`src/rtl/tx_frame_sequencer.sv`:
```
// Frame sequencer: fetches one byte per frame from memory, handshakes CTS/RTS,
// launches the serializer and counts completed frames for a GO-started job.
module tx_frame_sequencer #(
    parameter int unsigned ADDR_W      = 8,
    parameter int unsigned GAP_CYCLES  = 16,
    parameter int unsigned CTS_TIMEOUT = 50000
) (
    input  logic              Clock,
    input  logic              Reset,
    input  logic              GO,
    input  logic [7:0]        MODE,
    input  logic [ADDR_W-1:0] BASE_ADDR,
    input  logic [15:0]       PKT_COUNT,
    output logic              MEM_RD,
    output logic [ADDR_W-1:0] MEM_ADDR,
    input  logic [7:0]        MEM_DATA,
    input  logic              CTS,
    output logic              TX_START,
    output logic [7:0]        TX_DATA,
    output logic [7:0]        TX_MODE,
    input  logic              TX_DONE,
    output logic              RTS,
    output logic              BUSY,
    output logic              DONE,
    output logic [15:0]       SENT,
    output logic              TIMEOUT_ERR
);

    localparam int unsigned CW = $clog2(CTS_TIMEOUT + 1);
    localparam int unsigned GW = (GAP_CYCLES > 0) ? $clog2(GAP_CYCLES + 1) : 1;
    localparam logic [CW-1:0] CTS_LAST = CW'(CTS_TIMEOUT - 1);
    localparam logic [GW-1:0] GAP_LAST = GW'((GAP_CYCLES > 0) ? GAP_CYCLES - 1 : 0);

    typedef enum logic [2:0] {
        S_IDLE,
        S_FETCH,
        S_WAIT_MEM,
        S_WAIT_CTS,
        S_LAUNCH,
        S_WAIT_TX,
        S_GAP,
        S_FINISH
    } state_t;

    state_t            state, state_nxt;
    logic [ADDR_W-1:0] addr_q;
    logic [15:0]       remaining_q;
    logic [CW-1:0]     cts_cnt_q;
    logic [GW-1:0]     gap_cnt_q;
    logic              accept_go;
    logic              frame_done;
    logic              timeout_hit;

    always_ff @(posedge Clock or posedge Reset) begin
        if (Reset) state <= S_IDLE;
        else       state <= state_nxt;
    end

    always_comb begin
        state_nxt   = state;
        accept_go   = 1'b0;
        frame_done  = 1'b0;
        timeout_hit = 1'b0;
        case (state)
            S_IDLE: begin
                if (GO) begin
                    accept_go = 1'b1;
                    state_nxt = (PKT_COUNT == 16'd0) ? S_FINISH : S_FETCH;
                end
            end
            S_FETCH:    state_nxt = S_WAIT_MEM;
            S_WAIT_MEM: state_nxt = S_WAIT_CTS;
            S_WAIT_CTS: begin
                if (CTS) begin
                    state_nxt = S_LAUNCH;
                end else if (cts_cnt_q == CTS_LAST) begin
                    timeout_hit = 1'b1;
                    state_nxt   = S_FINISH;
                end
            end
            S_LAUNCH: state_nxt = S_WAIT_TX;
            S_WAIT_TX: begin
                if (TX_DONE) begin
                    frame_done = 1'b1;
                    if (remaining_q == 16'd1)  state_nxt = S_FINISH;
                    else if (GAP_CYCLES == 0)  state_nxt = S_FETCH;
                    else                       state_nxt = S_GAP;
                end
            end
            S_GAP:    if (gap_cnt_q == GAP_LAST) state_nxt = S_FETCH;
            S_FINISH: state_nxt = S_IDLE;
            default:  state_nxt = S_IDLE;
        endcase
    end

    // Outputs are decoded from the next state so they line up with the state they describe.
    always_ff @(posedge Clock or posedge Reset) begin
        if (Reset) begin
            MEM_RD      <= 1'b0;
            MEM_ADDR    <= '0;
            TX_START    <= 1'b0;
            TX_DATA     <= '0;
            TX_MODE     <= '0;
            RTS         <= 1'b0;
            BUSY        <= 1'b0;
            DONE        <= 1'b0;
            SENT        <= '0;
            TIMEOUT_ERR <= 1'b0;
            addr_q      <= '0;
            remaining_q <= '0;
            cts_cnt_q   <= '0;
            gap_cnt_q   <= '0;
        end else begin
            MEM_RD   <= (state_nxt == S_FETCH);
            TX_START <= (state_nxt == S_LAUNCH);
            BUSY     <= (state_nxt != S_IDLE);
            DONE     <= (state_nxt == S_FINISH);

            if (state_nxt == S_WAIT_CTS)
                RTS <= 1'b1;
            else if (state_nxt == S_FINISH || state_nxt == S_IDLE)
                RTS <= 1'b0;

            // First fetch of a job uses BASE_ADDR directly; addr_q is only loaded on this edge.
            if (state_nxt == S_FETCH)
                MEM_ADDR <= (state == S_IDLE) ? BASE_ADDR : addr_q;

            cts_cnt_q <= (state == S_WAIT_CTS && !CTS) ? cts_cnt_q + 1'b1 : '0;
            gap_cnt_q <= (state == S_GAP) ? gap_cnt_q + 1'b1 : '0;

            if (accept_go) begin
                TX_MODE     <= MODE;
                addr_q      <= BASE_ADDR;
                remaining_q <= PKT_COUNT;
                SENT        <= '0;
                TIMEOUT_ERR <= 1'b0;
            end

            if (state == S_WAIT_MEM) begin
                TX_DATA <= MEM_DATA;
                addr_q  <= addr_q + 1'b1;
            end

            if (frame_done) begin
                if (SENT != 16'hFFFF) SENT <= SENT + 16'd1;
                remaining_q <= remaining_q - 16'd1;
            end

            if (timeout_hit) TIMEOUT_ERR <= 1'b1;
        end
    end

endmodule

```
`config.mk`:
```
export PLATFORM = sky130hd
export DESIGN_NAME = tx_frame_sequencer
export DESIGN_NICKNAME = d
export VERILOG_FILES = /design/src/rtl/tx_frame_sequencer.sv
export SDC_FILE = /design/constraint.sdc
export NUM_CORES = 1
export LEC_CHECK = 0
export CAP_MARGIN = 20
export CORE_AREA = 4 4 97 99
export CTS_BUF_LIST = sky130_fd_sc_hd__clkbuf_16
export DETAILED_ROUTE_END_ITERATION = 12
export DIE_AREA = 0 0 101 103
export PLACE_DENSITY_LB_ADDON = 0.3
export SYNTH_ARGS = -nofsm -noshare
export SYNTH_HDL_FRONTEND = slang
export SYNTH_SLANG_ARGS = --single-unit
```
`constraint.sdc`:
```
create_clock -name Clock -period 7.6 [get_ports Clock]
set_clock_uncertainty 0.05 [all_clocks]
set_input_delay 1.52 -clock Clock [delete_from_list [all_inputs] [get_ports Clock]]
set_output_delay 1.52 -clock Clock [all_outputs]
set_load 0.005 [all_outputs]
```
==> out/results.ini <==
[global_routing]
grt_max_degree=65
grt_pass1_vias=3987
grt_usage_pct=23.1
grt.overflow.total=0
antenna_found_initial=0
grt_first_pass_wirelength_um=19200

[timing]
setup_viol=0
worst_pin_slew_ns=0.799
final.period_utilization_pct=46.6
fin_tns_setup_ns=0
fin_ws_ns=4.05
hold_viol_final=0
slew_headroom_pct=46.7
max_freq_ghz=0.282
rsz0062_at_grt=false
finalCriticalPeriod_ns=3.55
maxSlewViolCount=0

[floorplanning]
io_pins=91
die_x_um=101
fp-row-count=34
fp.dieH_um=103
start_util_pct=54.6
coreArea_mm2=0.00855
die-area_mm2=0.0104

[setup_path]
cp-start-kind=primary input
crit_arrival_ns=3.72
startpoint=GO
critPathCapture=MEM_ADDR[2]
ff2ff_path_depth=5
crit_required_ns=7.78
cp-end-kind=register
worst_r2r_startpoint=state[0]
reg2reg_to=addr_q[7]
reg2reg_slack_ns=4.81
crit_type=in2reg
cp_max_fo=26

[cells_and_area]
fillers=657
layout_commonest_cell=dfrtp_1
final_cell_count_no_fill=684
area_delta_synth_final_pct=28.2
seqCellArea_mm2=0.00235
multi_input_area_mm2=0.00221
drive_gt1_share_pct=8.51
diodes=0
utilization_pct=70.0
final_cell_mix=dfrtp_1, clkdlybuf4s50_1, nand2_1, nor2_1, nand3_1
nets=624

[synth]
synth_area_leaders=dfrtp_1, nand2_1, nor2_1, mux2_2, nand3_1
synthesis.nets=536
synth_seq_cells=94
synth_top_area_share_pct=50.4
async_flop_share_pct=100
synth_edf_count=0
synth_flop_cell=dfrtp_1
netlist_area_mm2=0.00467
synth_area_leader_cell=dfrtp_1
yosysWarnings=0
synth_cells=484
synth.avg_cell_area_um2=9.65
ys_seq_area_share_pct=50.4
synth.distinct_cells=59

[routing]
drt-total-wl_um=11300
wl_per_cell_um=16.5
via_per_inst=5.87
drc=0
firstDrtPassIters=5
drtAntennaViolNets=0
vias=4016
drt-initial-drc-count=186

[pwr]
powerDensity_mw_per_mm2=328
ir_drop_mv=0.170
p_leak_nw=2.50
power_w=0.00196

[clock_network]
postCtsSetupRepairBufs=0
cts_hold_buf=0
cts_made_buffers=9
insertion_delay_ns=0.34
cts_htree_levels=3
clockBufferDepth=2
root_buffer=clkbuf_16
cts_tree=built
post_cts_resized=0
clk_pin_slew_ns=0.07
cts_sinks=94

[place]
dp_hpwl_um=7730
dp.cells=669
io_buffers=90
gp_congestion=0.887
dp_worst_setup_slack_ns=3.68

[flow_run]
drv_cap=0

[status]
status=complete, no violations

[worst_hold_path]
hold_class=reg2reg

per-stage QoR:
step                area, µm²  hold WS (ns)
global route             5990         0.442
finish                   5990         0.423
detailed placement       5670         0.414
CTS                      5990         0.423
global placement         5670         0.397
floorplan                4670         0.383
registers in the layout, summed over array words and instances, names as in the netlist, 3 cells and up:
name / flops
MEM_ADDR: 8
SENT: 16
TX_DATA: 8
TX_MODE: 8
addr_q: 8
cts_cnt_q: 16
gap_cnt_q: 5
remaining_q: 16
state: 3
layer usage:
layer  GRT usage [%]  vias up  wire, µm  share of wire, %
li1                -     1915         -                 -
met1            30.1     1949      4810                43
met2            38.5      129      5570                49
met3            4.67       23       658               5.8
met4            8.59        0       250               2.2
met5               0        -         0                 0
Yosys cell counts, drive strengths merged (9+ instances only):
library cell  instances
a21oi                15
clkbuf               13
dfrtp                94
inv                  12
mux2                 15
nand2                88
nand3                26
nand4                12
nor2                 49
nor3                 13
nor4                  9
o21ai                15
xor2                 12
worst min-delay path by stage:
stage | slack (ns) | depth (start not counted) | endpoint | startpoint
floorplan | 0.38 | 1 | gap_cnt_q[0] | gap_cnt_q[0]
global placement | 0.40 | 1 | gap_cnt_q[0] | gap_cnt_q[0]
detailed placement | 0.41 | 2 | TX_DATA[7] | TX_DATA[7]
CTS | 0.42 | 1 | gap_cnt_q[0] | gap_cnt_q[0]
global route | 0.44 | 2 | TX_MODE[5] | TX_MODE[5]
finish | 0.42 | 1 | gap_cnt_q[0] | gap_cnt_q[0]
cell type report:
cell class / instances / area share, %
clock inverters: 6 / 1.46
well taps: 108 / 2.26
flip-flops and latches: 94 / 39.3
clock buffers: 9 / 3.76
multi-input cells: 361 / 36.9
repair buffers: 94 / 15.5
inverters: 12 / 0.773
worst max-delay path, stage by stage:
cell and delay (ns):
clkdlybuf4s50_1 0.45, nor4b_4 0.15, buf_4 0.24, nand4b_1 0.15, o22a_2 0.16, inv_2 0.05
nor4b_4 0.58, mux2_2 0.41
power by group:
part           internal (W)  switching (W)
registers          0.000648       0.000149
logic              0.000364       0.000328
clock network      0.000286       0.000190
cells by family (layout without fill, tap and decap cells):
| family | count (synthesis) | after routing | share of synthesized area [%] |
|---|---|---|---|
| muxes | 21 | 21 | 4.90 |
| and+or+nand+nor | 238 | 238 | 25.1 |
| xor gates and xnor gates | 16 | 16 | 3.00 |
| buffers and inverters | 29 | 121 | 2.49 |
| AOI/OAI and AO/OA | 79 | 79 | 12.3 |
| adders and majority gates | 7 | 7 | 1.88 |
| DFF | 94 | 94 | 50.4 |
(Power assumes the default switching activity.)
